--- config.mk ---
export PLATFORM = sky130hd
export DESIGN_NAME = led_pattern_ctrl
export DESIGN_NICKNAME = d
export VERILOG_FILES = /design/src/rtl/led_pattern_ctrl_pkg.sv /design/src/rtl/led_pattern_ctrl_tick_gen.sv /design/src/rtl/led_pattern_ctrl.sv
export SDC_FILE = /design/constraint.sdc
export NUM_CORES = 1
export LEC_CHECK = 0
export CORE_ASPECT_RATIO = 0.8
export CORE_MARGIN = 5
export CORE_UTILIZATION = 35
export CTS_CLUSTER_SIZE = 30
export DETAILED_ROUTE_END_ITERATION = 8
export PLACE_DENSITY = 0.5
export SYNTH_ARGS = -nofsm -noshare
export SYNTH_HDL_FRONTEND = slang
export SYNTH_SLANG_ARGS = --single-unit
--- constraint.sdc ---
create_clock -name in_clk -period 2.1 [get_ports in_clk]
set_input_delay 0.63 -clock in_clk [delete_from_list [all_inputs] [get_ports in_clk]]
set_output_delay 0.63 -clock in_clk [all_outputs]
set_load 0.05 [all_outputs]
--- src/rtl/led_pattern_ctrl_pkg.sv ---
// Shared types and constants for the LED pattern engine.
package led_pkg;

   localparam int LED_W_DEFAULT   = 6;
   localparam int DIV_W_DEFAULT   = 16;
   localparam int DIV_RST_DEFAULT = 49999;

   typedef enum logic [1:0] {
      LED_OFF,
      LED_STATIC,
      LED_BLINK,
      LED_CHASE
   } led_mode_t;

   localparam logic [1:0] ADDR_CTRL   = 2'd0;
   localparam logic [1:0] ADDR_PAT    = 2'd1;
   localparam logic [1:0] ADDR_DIV_LO = 2'd2;
   localparam logic [1:0] ADDR_DIV_HI = 2'd3;

endpackage

--- src/rtl/led_pattern_ctrl_tick_gen.sv ---
// Prescaler: counts 0..in_div and emits a one-clock tick at the top of the count.
module led_tick_gen
   import led_pkg::*;
#(
   parameter int DIV_W = DIV_W_DEFAULT
) (
   input  logic             in_clk,
   input  logic             in_rst_n,
   input  logic [DIV_W-1:0] in_div,
   input  logic             in_clr,
   output logic             out_tick
);

   logic [DIV_W-1:0] cnt_q, cnt_d;

   // A divider rewrite restarts the period, so it must also suppress the tick.
   assign out_tick = (cnt_q == in_div) && !in_clr;

   always_comb begin
      // NOTE: every always_comb output gets a default first so no path leaves it unassigned (no latch).
      cnt_d = cnt_q + 1'b1;
      if (in_clr || out_tick) begin
         cnt_d = '0;
      end
   end

   // NOTE: state registers use non-blocking assignments so all flops update together at the edge.
   always_ff @(posedge in_clk) begin
      if (!in_rst_n) begin
         cnt_q <= '0;
      end else begin
         cnt_q <= cnt_d;
      end
   end

endmodule

--- src/rtl/led_pattern_ctrl.sv ---
// Register-mapped LED pattern engine: bus decode, registers, static/blink/chase
// animation and the registered LED output word.
module led_pattern_ctrl
   import led_pkg::*;
#(
   parameter int LED_W   = LED_W_DEFAULT,
   parameter int DIV_W   = DIV_W_DEFAULT,
   parameter int DIV_RST = DIV_RST_DEFAULT
) (
   input  logic             in_clk,
   input  logic             in_rst_n,
   input  logic             in_wr_en,
   input  logic             in_rd_en,
   input  logic [1:0]       in_addr,
   input  logic [7:0]       in_wdata,
   output logic             out_ack,
   output logic [7:0]       out_rdata,
   output logic [LED_W-1:0] out_led
);

   led_mode_t        mode_q, mode_d;
   logic [LED_W-1:0] pattern_q, pattern_d;
   logic [DIV_W-1:0] div_q, div_d;
   logic [LED_W-1:0] work_q, work_d;
   logic             phase_q, phase_d;
   logic [LED_W-1:0] led_q, led_d;
   logic             ack_q, ack_d;
   logic [7:0]       rdata_q, rdata_d;

   logic tick;
   logic div_clr;
   logic reload;

   led_tick_gen #(
      .DIV_W (DIV_W)
   ) u_tick_gen (
      .in_clk   (in_clk),
      .in_rst_n (in_rst_n),
      .in_div   (div_q),
      .in_clr   (div_clr),
      .out_tick (tick)
   );

   always_comb begin
      mode_d    = mode_q;
      pattern_d = pattern_q;
      div_d     = div_q;
      work_d    = work_q;
      phase_d   = phase_q;
      rdata_d   = '0;
      div_clr   = 1'b0;
      reload    = 1'b0;
      ack_d     = in_wr_en | in_rd_en;

      // A write takes priority; a read in the same cycle is dropped.
      if (in_wr_en) begin
         case (in_addr)
            ADDR_CTRL: begin
               mode_d = led_mode_t'(in_wdata[1:0]);
               reload = 1'b1;
            end
            ADDR_PAT: begin
               pattern_d = in_wdata[LED_W-1:0];
               reload    = 1'b1;
            end
            ADDR_DIV_LO: begin
               div_d[7:0] = in_wdata;
               div_clr    = 1'b1;
            end
            default: begin
               div_d[15:8] = in_wdata;
               div_clr     = 1'b1;
            end
         endcase
      end else if (in_rd_en) begin
         case (in_addr)
            ADDR_CTRL:   rdata_d = 8'(mode_q);
            ADDR_PAT:    rdata_d = 8'(pattern_q);
            ADDR_DIV_LO: rdata_d = div_q[7:0];
            default:     rdata_d = div_q[15:8];
         endcase
      end

      // Restarting the animation beats a coincident tick.
      if (reload) begin
         work_d  = pattern_d;
         phase_d = 1'b1;
      end else if (tick) begin
         case (mode_q)
            LED_BLINK: phase_d = ~phase_q;
            LED_CHASE: work_d  = {work_q[LED_W-2:0], work_q[LED_W-1]};
            default:   ;
         endcase
      end

      case (mode_q)
         LED_STATIC: led_d = pattern_q;
         LED_BLINK:  led_d = phase_q ? pattern_q : '0;
         LED_CHASE:  led_d = work_q;
         default:    led_d = '0;
      endcase
   end

   always_ff @(posedge in_clk) begin
      if (!in_rst_n) begin
         mode_q    <= LED_OFF;
         pattern_q <= '0;
         div_q     <= DIV_W'(DIV_RST);
         work_q    <= '0;
         phase_q   <= 1'b1;
         led_q     <= '0;
         ack_q     <= 1'b0;
         rdata_q   <= '0;
      end else begin
         mode_q    <= mode_d;
         pattern_q <= pattern_d;
         div_q     <= div_d;
         work_q    <= work_d;
         phase_q   <= phase_d;
         led_q     <= led_d;
         ack_q     <= ack_d;
         rdata_q   <= rdata_d;
      end
   end

   assign out_ack   = ack_q;
   assign out_rdata = rdata_q;
   assign out_led   = led_q;

endmodule

==> out/qor.csv, run 1 <==
stage,metric,value,unit
logic_synthesis,Post-Synth Simple-Gate Area,21.6,%
critical_path,worst path arrival time,1.42,ns
logic_synthesis,Post-synth EDFFs,0,
critical_path,CP Launch Type,flop,
detailed_routing,# DRC,0,
placement,RePlAce Congestion,0.776,
logic_synthesis,Post-Syn Nets,319,
clocking,cts hold-fix bufs,0,
power_and_ir_drop,Worst VDD drop,0.299,mV
floorplanning,die height,89.7,microns
logic_synthesis,Synth Area in Compound Gates,12.2,%
placement,hpwl dp,5320,microns
clocking,clock root buffer,clkbuf_8,
sta,fin. max-slew vios,0,
logic_synthesis,fraction of registers with async set/reset,0,%
clocking,Inserted Clock Buffers,9,
logic_synthesis,sequential share of the synthesized area,44.6,%
final_layout,fin cells,479,
detailed_routing,DR WL/cell,14.9,microns
logic_synthesis,cell taking the most area after synthesis,dfxtp_1,
placement,DP Cell Count,463,
logic_synthesis,main combinational cell family by area after synthesis,simple AND/OR/NAND/NOR gates,
logic_synthesis,Netlist cell types,31,
logic_synthesis,multiplexer share of the synthesized area,8.55,%
sta,Slew HR,66.0,%
global_route,Tot GR Track Use,15.2,%
critical_path,CP cell instances,clkdlybuf4s50_1,
final_layout,Antenna diodes,0,
global_route,first-pass GRT wire length,11500,microns
sta,endpoints failing hold,0,
detailed_routing,via count,2314,
detailed_routing,DR iter-0 viols,114,
critical_path,CP bufs+invs,1,
sta,Least-Margin Pin Slew,0.509,ns
logic_synthesis,XOR/XNOR Fraction of Synth Area,9.45,%
clocking,CTS tree,yes,
clocking,H-tree Lvls,3,
final_layout,final core utilization,48.0,%
final_layout,area delta synth->final,35.4,%
logic_synthesis,top post-synthesis cells by area,"dfxtp_1 (45%), xor2_1 (7.6%), nand2_1 (6.2%), a21boi_0 (5.7%), mux2_2 (4.0%)",
floorplanning,Ports,29,
sta,Sum Neg Setup Slack,0,ns
hold_path,HP Class,flop to flop,
logic_synthesis,Adder-Cell Fraction of Synth Area,0.450,%
logic_synthesis,Syn Std Cell Area,2780,sq um
global_route,global route overflow,0,
clocking,Worst-path clk slew,0.06,ns
floorplanning,initial core utilization,35.5,%
critical_path,CP max stage delay,0.79,ns
global_route,antenna violations before repair,0,
logic_synthesis,Main synth FF type,dfxtp_1,
sta,fmax,0.487,GHz
power_and_ir_drop,PD cells,738,nW/um^2
floorplanning,FP Rows,29,
placement,Buffers on Ports,28,
sta,"Setup violations, final",0,
floorplanning,Die X-Extent,110,microns
critical_path,crit path kind,flop to output pin,
job,Max-cap violations,0,
sta,Worst Skew,0.00702,ns
run_status,outcome,completed,
logic_synthesis,"FF+latch count, synth",62,
sta,Tcrit/Tclk final,97.8,%
detailed_routing,vias per cell,4.83,
sta,minimum clock period after layout,2.05,ns
floorplanning,core area,7840,sq um
critical_path,Required @ worst endpoint,1.47,ns
global_route,vias in the first global route,2162,
critical_path,Crit Path Max Fanout,1,
global_route,largest net degree at the start of global routing,30,
power_and_ir_drop,leakage,1.70,nW
detailed_routing,first-pass detailed-route iteration total,4,
floorplanning,DIE AREA,9840,sq um
clocking,sink count of the clock tree,62,
detailed_routing,final wirelength,7130,microns
detailed_routing,antenna-violating nets left,0,
critical_path,"Slowest-stage cell, CP",clkdlybuf4s50_1,
critical_path,crit end category,output pin,
final_layout,nets,382,
logic_synthesis,Cells after Synth,304,
critical_path,top cell family by delay on the critical path,buffers and inverters,
clocking,clock latency on the worst-skew pair,0.34,ns
final_layout,share of layout cells above drive strength 1,19.7,%
sta,RSZ-0062 raised after global routing,no,
logic_synthesis,yosys warns,0,
logic_synthesis,top cell type's share of synthesized area,44.6,%
clocking,clk buf depth,2,
logic_synthesis,syn_area_per_cell,9.15,sq um
==> cells by family after synthesis <==
family | after synthesis
mux | 20
fa+ha+maj | 1
compound gates | 42
simple gates | 128
flops | 62
buf+inv | 21
xor+xnor | 30
==> timing repair <==
action,4_1_cts,5_1_grt
gates resized for setup,5,12
pin swaps,1,0
setup buffers,1,0
gates cloned,0,0
setup endpoints to repair,9,16
==> layer usage <==
metal  up-vias  wire length (microns)  track usage [%]
met1      1069                   3710             23.3
li1       1178                      -                -
met2        62                   2880             20.0
met5         -                      0                0
met3         5                    483             5.16
met4         0                     62             4.36
==> cell type report <==
| cell class | count | area [sq um] |
|---|---|---|
| clock inverters | 4 | 95.1 |
| fillers | 767 | 4070 |
| inverters | 4 | 15.0 |
| flip-flops and latches | 62 | 1240 |
| clock buffers | 11 | 141 |
| repair buffers | 69 | 657 |
| multi-input cells | 221 | 1480 |
| well taps | 108 | 135 |
==> cells in the final DEF, fill, tap and decap left out, types with 3 or more instances in the layout <==
cell type and n:
inv_1 4, nor2b_1 10, nand2_1 46, nand4_1 6, bufinv_16 3, a21boi_0 21, a22oi_1 10, mux2i_1 8
nand3_1 22, clkdlybuf4s50_1 14, buf_4 38, xor2_1 24, and3_1 7, nor2_1 26, clkbuf_8 10, xnor2_1 6
dlymetal6s2s_1 10, dlygate4sd2_1 3, buf_12 4, dfxtp_1 62, mux2_2 10, o221a_1 6, o21ai_0 3
==> worst register-to-register path, delay by kind of cell, from the launching register on <==
family / cells / cell delay, ns
flops: 1 / 0.33
xor+xnor: 1 / 0.17
compound gates: 2 / 0.63
simple gates: 2 / 0.57
buf+inv: 1 / 0.20
==> Yosys cell counts (all sizes together), types with 2 or more instances <==
cell and n:
nor4 4, and3 7, mux4 2, a21boi 21, nand2 46, mux2i 8
inv 4, xor2 24, nand3 22, clkbuf 12, nand4 6, nor2 26
xnor2 6, o21ai 3, mux2 10, buf 5, o221a 6, nor2b 10
and4 2, dfxtp 62, a22oi 10
==> state kept, by name, indices dropped and copies added, names as in the netlist <==
| name | count |
|---|---|
| phase_q | 1 |
| out_led | 6 |
| work_q | 6 |
| out_rdata | 8 |
| out_ack | 1 |
| mode_q | 2 |
| pattern_q | 6 |
| div_q | 16 |
| u_tick_gen.cnt_q | 16 |
==> power breakdown <==
part	internal [mW]	switching (mW)	total, mW
Sequential	1.21	0.0295	1.24
Clock	0.813	0.447	1.26
Combinational	0.141	0.139	0.280
==> path summary, 6_finish.rpt <==
| path | start | endpoint | slack (ns) | depth (start not counted) |
|---|---|---|---|---|
| worst max-delay path | out_led[0] | out_led[0] | 0.05 | 1 |
| worst min-delay path | div_q[3] | div_q[3] | 0.50 | 2 |
| worst max register to register | div_q[4] | work_q[1] | 0.15 | 6 |
| worst min register to register | div_q[3] | div_q[3] | 0.50 | 2 |
==> stage by stage <==
step | setup slack (ns) | power (mW) | area (sq um) | hold WS [ns]
floorplan | 0.165 | 1.40 | 2780 | 0.443
global placement | -0.0569 | 1.54 | 3470 | 0.489
detailed placement | -0.110 | 1.54 | 3470 | 0.497
CTS | 0.00227 | 2.82 | 3730 | 0.506
global route | 0.00267 | 2.90 | 3760 | 0.528
finish | 0.0465 | 2.78 | 3760 | 0.501
Note: power is estimated with default switching activity, not from simulation.
==> inputs of run 2 (changes only) <==
Settings changed: REMOVE_ABC_BUFFERS from default to 1.
==> run 2 against run 1 <==
- first-iteration DRC count down 0.88%
- count of clock-buffer cells in the layout increased by 2
- sequential power barely moved
- register-to-register slack about the same
- combinational power shrank 10%
- highest routed layer unchanged
==> out/qor.csv, run 2 (synthesized netlist as in run 1, its figures left out) <==
stage,metric,value,unit
clocking,H-tree Lvls,3,
sta,minimum clock period after layout,2.07,ns
sta,endpoints failing hold,0,
detailed_routing,# DRC,0,
final_layout,multi-input logic area,1470,sq um
final_layout,Antenna diodes,0,
final_layout,FF/Latch Area,1240,sq um
job,Max-cap violations,0,
power_and_ir_drop,sw power,0.587,mW
detailed_routing,final wirelength,6960,microns
detailed_routing,vias per cell,4.80,
placement,placed instance area,3330,sq um
clocking,Inserted Clock Buffers,9,
power_and_ir_drop,P_int,1.75,mW
global_route,antenna violations before repair,0,
detailed_routing,DR iter-0 viols,113,
run_status,outcome,completed,
clocking,Worst-path clk slew,0.06,ns
sta,Slew HR,65.9,%
final_layout,"most common cell after layout, fill and taps aside",dfxtp_1,
sta,RSZ-0062 raised after global routing,no,
power_and_ir_drop,Combinational Power Share,10.7,%
critical_path,CP cell instances,clkdlybuf4s50_1,
floorplanning,initial core utilization,35.5,%
floorplanning,FP Rows,29,
critical_path,crit path kind,flop to output pin,
final_layout,most frequent cells in the layout,"dfxtp_1 (62), nand2_1 (46), nor2_1 (26), xor2_1 (24), buf_4 (24)",
critical_path,crit end category,output pin,
sta,fmax,0.484,GHz
floorplanning,Die X-Extent,110,microns
sta,fin. max-slew vios,0,
sta,"Setup violations, final",0,
sta,Sum Neg Setup Slack,0,ns
final_layout,area delta synth->final,26.5,%
clocking,cts hold-fix bufs,0,
final_layout,Layout fillers,788,
detailed_routing,DR WL/cell,15.1,microns
clocking,CTS tree,yes,
global_route,vias in the first global route,2164,
final_layout,fin area,3520,sq um
power_and_ir_drop,Reg power frac,53.3,%
power_and_ir_drop,Net Sw Frac,25.1,%
floorplanning,Ports,29,
critical_path,CP Launch Type,flop,
global_route,Tot GR Track Use,14.9,%
placement,RePlAce Congestion,0.815,
placement,DP Cell Count,446,
sta,Tcrit/Tclk final,98.3,%
critical_path,"Slowest-stage cell, CP",clkdlybuf4s50_1,
detailed_routing,first-pass detailed-route iteration total,5,
global_route,largest net degree at the start of global routing,24,
final_layout,share of layout cells above drive strength 1,15.3,%
floorplanning,die height,89.7,microns
hold_path,HP Class,flop to flop,
sta,Worst Skew,0.00601,ns
critical_path,CP max stage delay,0.80,ns
sta,Least-Margin Pin Slew,0.511,ns
power_and_ir_drop,Worst VDD drop,0.260,mV
critical_path,Required @ worst endpoint,1.47,ns
final_layout,nets,365,
detailed_routing,antenna-violating nets left,0,
power_and_ir_drop,Clock Power Share,36.0,%
floorplanning,DIE AREA,9840,sq um
clocking,clk buf depth,2,
clocking,clock latency on the worst-skew pair,0.33,ns
clocking,clock root buffer,clkbuf_8,
critical_path,CP bufs+invs,1,
critical_path,worst path arrival time,1.44,ns
final_layout,fin cells,462,
critical_path,Crit Path Max Fanout,1,
clocking,sink count of the clock tree,62,
detailed_routing,via count,2218,
floorplanning,core area,7840,sq um
power_and_ir_drop,leakage,1.51,nW
global_route,global route overflow,0,
global_route,first-pass GRT wire length,11400,microns
placement,hpwl dp,5120,microns
power_and_ir_drop,PD cells,665,nW/um^2
placement,Buffers on Ports,28,
critical_path,top cell family by delay on the critical path,buffers and inverters,
==> run 2: changes by cell type in the layout (fill, tap and decap cells not counted), moves of 2 or more <==
| cell | before | now |
|---|---|---|
| clkdlybuf4s50_1 | 14 | 16 |
| bufinv_16 | 3 | 0 |
| buf_4 | 38 | 24 |
| dlymetal6s2s_1 | 10 | 7 |
| clkbuf_1 | 1 | 4 |
==> run 2: final cells by class <==
| class | instances | area share, % |
|---|---|---|
| clock buffer | 13 | 3.95 |
| clock inverter | 2 | 0.284 |
| inverter | 4 | 0.427 |
| multi-input combinational | 221 | 41.9 |
| sequential | 62 | 35.3 |
| tap | 108 | 3.84 |
| timing repair buffer | 52 | 14.4 |
==> run 2: routing by layer <==
layer / GRT usage (%) / part of all wire [%]
met1: 22.9 / 55
met2: 19.7 / 39
met3: 4.87 / 5.6
met4: 4.05 / 1.0
met5: 0 / 0
==> run 2: metrics by stage <==
step / power, mW / hold WS (ns) / setup slack [ns] / util, %
CTS: 2.37 / 0.494 / 0.00410 / 44.4
global placement: 1.52 / 0.483 / -0.0307 / 42.4
global route: 2.46 / 0.516 / 0.000876 / 44.9
detailed placement: 1.52 / 0.485 / -0.0523 / 42.4
floorplan: 1.38 / 0.443 / 0.263 / -
finish: 2.34 / 0.488 / 0.0349 / 44.9
==> run 2: final timing paths <==
path / start / endpoint / slack (ns) / depth (start not counted)
worst min-delay path: div_q[12] / div_q[12] / 0.49 / 2
worst max register to register: u_tick_gen.cnt_q[8] / work_q[3] / 0.14 / 6
worst max-delay path: out_led[4] / out_led[4] / 0.03 / 1
worst min register to register: div_q[12] / div_q[12] / 0.49 / 2
==> run 2: power groups by stage <==
stage / Clock, mW / Sequential (mW) / Combinational (mW)
after floorplan: 0 / 1.28 / 0.107
after global placement: 0 / 1.28 / 0.248
after detailed placement: 0 / 1.27 / 0.248
after CTS: 0.875 / 1.25 / 0.250
after global routing: 0.931 / 1.25 / 0.276
final: 0.842 / 1.25 / 0.251
==> run 2: repair_timing <==
action                                  in CTS  in global routing
setup buffers                                0                  1
endpoints found under the setup margin       8                 13
cloned                                       0                  0
gates resized for setup                      3                  9
pin swaps                                    0                  1
==> run 2: tightest hold or removal path, stage by stage, from the launching register on <==
cell and delay [ns]:
dfxtp_1 0.32, nand2_1 0.05, a21boi_0 0.06
==> inputs of run 3 (changes only) <==
--- a/config.mk
+++ b/config.mk
@@ -10,5 +10,6 @@
 export CORE_UTILIZATION = 35
+export CTS_CLUSTER_DIAMETER = 200
 export CTS_CLUSTER_SIZE = 30
 export DETAILED_ROUTE_END_ITERATION = 8
-export PLACE_DENSITY = 0.5
+export PLACE_DENSITY = 0.49
 export REMOVE_ABC_BUFFERS = 1
@@ -16,2 +17,3 @@
 export SYNTH_HDL_FRONTEND = slang
+export SYNTH_HIERARCHICAL = 1
 export SYNTH_SLANG_ARGS = --single-unit
--- a/constraint.sdc
+++ b/constraint.sdc
@@ -3,2 +3,2 @@
 set_output_delay 0.63 -clock in_clk [all_outputs]
-set_load 0.05 [all_outputs]
+set_load 0.01 [all_outputs]
==> run 3 against run 2 <==
- register-to-register slack about the same
- synthesized cell count is 5.9% higher
- final area grew 2.0%
- sequential power about the same
- combinational power is 2% lower
- area after synthesis grew 5.2%
- non-clock buffer count did not move
- die area is 4.7% higher
- hold slack gained 0.0068 ns
- setup slack better by 0.10 ns
- sequential cell count unchanged
==> out/qor.csv, run 3 <==
stage,metric,value,unit
run_status,outcome,completed,
logic_synthesis,Syn Std Cell Area,2930,sq um
sta,RSZ-0062 raised after global routing,no,
detailed_routing,final wirelength,7470,microns
final_layout,share of layout cells above drive strength 1,18.5,%
logic_synthesis,top post-synthesis cells by area,"dfxtp_1 (42%), nand2_1 (8.0%), xnor2_1 (7.2%), mux2_2 (3.8%), nor3_2 (3.4%)",
sta,minimum clock period after layout,1.96,ns
power_and_ir_drop,Power Total,2.43,mW
clocking,clock root buffer,clkbuf_8,
clocking,CTS tree,yes,
floorplanning,FP Rows,29,
final_layout,area delta synth->final,22.7,%
sta,endpoints failing hold,0,
final_layout,Layout fillers,826,
clocking,sink count of the clock tree,62,
power_and_ir_drop,Worst VDD drop,0.237,mV
global_route,global route overflow,0,
logic_synthesis,"FF+latch count, synth",62,
sta,fmax,0.510,GHz
detailed_routing,vias per cell,5.07,
critical_path,CP cell instances,xnor2_1 -> nand4_1 -> nor4_4 -> nor2b_2 -> and3_1 -> nand2_1 -> a31oi_1,
critical_path,Crit Path Max Fanout,6,
logic_synthesis,fraction of registers with async set/reset,0,%
placement,Buffers on Ports,28,
final_layout,multi-input logic area,1550,sq um
detailed_routing,DR WL/cell,15.7,microns
job,Max-cap violations,0,
critical_path,crit path kind,flop to flop,
logic_synthesis,Main synth FF type,dfxtp_1,
sta,Least-Margin Pin Slew,0.617,ns
hold_path,hold_sp,div_q[7],
logic_synthesis,syn_area_per_cell,9.09,sq um
detailed_routing,DR iter-0 viols,103,
floorplanning,core area,8060,sq um
clocking,clk buf depth,2,
global_route,first-pass GRT wire length,12400,microns
floorplanning,Die X-Extent,112,microns
power_and_ir_drop,P_int,1.79,mW
critical_path,Required @ worst endpoint,2.37,ns
critical_path,crit end category,flop,
critical_path,FF-to-FF Start,u_tick_gen/cnt_q[1],
floorplanning,DIE AREA,10300,sq um
power_and_ir_drop,Net Sw Frac,26.4,%
floorplanning,die height,91.8,microns
logic_synthesis,Cells after Synth,322,
logic_synthesis,cell taking the most area after synthesis,dfxtp_1,
global_route,largest net degree at the start of global routing,19,
global_route,vias in the first global route,2267,
critical_path,"Slowest-stage cell, CP",dfxtp_1,
power_and_ir_drop,PD cells,678,nW/um^2
logic_synthesis,top cell type's share of synthesized area,42.4,%
clocking,Inserted Clock Buffers,9,
final_layout,Antenna diodes,0,
clocking,clock latency on the worst-skew pair,0.34,ns
clocking,H-tree Lvls,3,
detailed_routing,# DRC,0,
sta,Tcrit/Tclk final,93.5,%
placement,RePlAce Congestion,0.796,
power_and_ir_drop,Reg power frac,51.4,%
critical_path,Critical Path Start,u_tick_gen/cnt_q[1],
critical_path,CP Launch Type,flop,
power_and_ir_drop,leakage,1.30,nW
placement,hpwl dp,5530,microns
sta,Slew HR,58.8,%
clocking,Worst-path clk slew,0.07,ns
sta,"Setup violations, final",0,
logic_synthesis,yosys warns,6,
final_layout,FF/Latch Area,1240,sq um
global_route,Tot GR Track Use,15.2,%
logic_synthesis,Netlist cell types,43,
sta,Sum Neg Setup Slack,0,ns
global_route,antenna violations before repair,0,
clocking,Post-CTS Setup Repair Bufs,0,
critical_path,worst path arrival time,2.24,ns
placement,dpl ws,-0.121,ns
power_and_ir_drop,Combinational Power Share,10.1,%
detailed_routing,antenna-violating nets left,0,
power_and_ir_drop,sw power,0.642,mW
hold_path,HP Class,flop to flop,
critical_path,CP max stage delay,0.46,ns
logic_synthesis,sequential share of the synthesized area,42.4,%
logic_synthesis,Commonest cells post-synth,"dfxtp_1 (62), nand2_1 (62), xnor2_1 (24)",
floorplanning,initial core utilization,36.3,%
sta,fin. max-slew vios,0,
detailed_routing,via count,2411,
sta,Worst Skew,0.00872,ns
final_layout,nets,378,
power_and_ir_drop,Clock Power Share,38.5,%
floorplanning,Ports,29,
logic_synthesis,Post-synth EDFFs,0,
detailed_routing,first-pass detailed-route iteration total,6,
sta,final setup margin,0.137,ns
final_layout,most frequent cells in the layout,"nand2_1 (62), dfxtp_1 (62), clkdlybuf4s50_1 (28), xnor2_1 (24), buf_4 (22)",
run 3: power by group through the flow:
stage                     sequential [mW]  combinational [mW]  clock [mW]
after floorplan                      1.27               0.116           0
after global placement               1.28               0.245           0
after detailed placement             1.28               0.246           0
after CTS                            1.25               0.247       0.978
after global routing                 1.25               0.271        1.02
final                                1.25               0.246       0.938
run 3: cell type report:
class | instances | share of cell area [%]
multi-input cells | 236 | 43.1
clock inverters | 6 | 1.05
well taps | 108 | 3.76
clock buffers | 10 | 3.83
repair buffers | 52 | 13.5
inverters | 2 | 0.209
flip-flops and latches | 62 | 34.6
run 3: worst max-delay path, delay by kind of cell, from the launching register on:
kind / cells / cell delay [ns]
AO/OA/AOI/OAI: 1 / 0.15
XOR/XNOR: 1 / 0.15
AND/OR/NAND/NOR: 5 / 1.13
flip-flops: 1 / 0.46
run 3: layer usage:
layer / up-vias / routed length [microns] / GRT usage [%]
met1: 1139 / 4070 / 23.3
li1: 1207 / - / -
met5: - / 0 / 0
met4: 0 / 126 / 6.01
met3: 13 / 385 / 3.88
met2: 52 / 2900 / 19.9
run 3: cells by family after synthesis:
kind of cell / Yosys count / synth area share (%)
compound gates: 41 / 8.72
xor+xnor: 30 / 9.23
fa+ha+maj: 1 / 0.427
buf+inv: 24 / 4.83
flops: 62 / 42.4
mux: 20 / 8.25
simple gates: 144 / 26.1
run 3: path summary, 6_finish.rpt:
kind	to	slack, ns	cells past startpoint
min	div_q[7]	0.49	2
max reg2reg	work_q[0]	0.14	7
min reg2reg	div_q[7]	0.49	2
max	work_q[0]	0.14	7
run 3: metrics by stage:
step | util (%) | area (sq um) | hold WS [ns] | instances
2_1_floorplan | - | 2790 | 0.459 | 300
3_3_place_gp | 42.4 | 3410 | 0.478 | 460
3_5_place_dp | 42.4 | 3410 | 0.485 | 460
4_1_cts | 44.5 | 3590 | 0.496 | 476
5_1_grt | 44.6 | 3590 | 0.521 | 476
6_report | 44.6 | 3590 | 0.494 | 476
run 3: what timing repair did:
action	CTS	global route
hold buffers	0	0
gates resized for setup	0	1
endpoints found under the setup margin	0	6
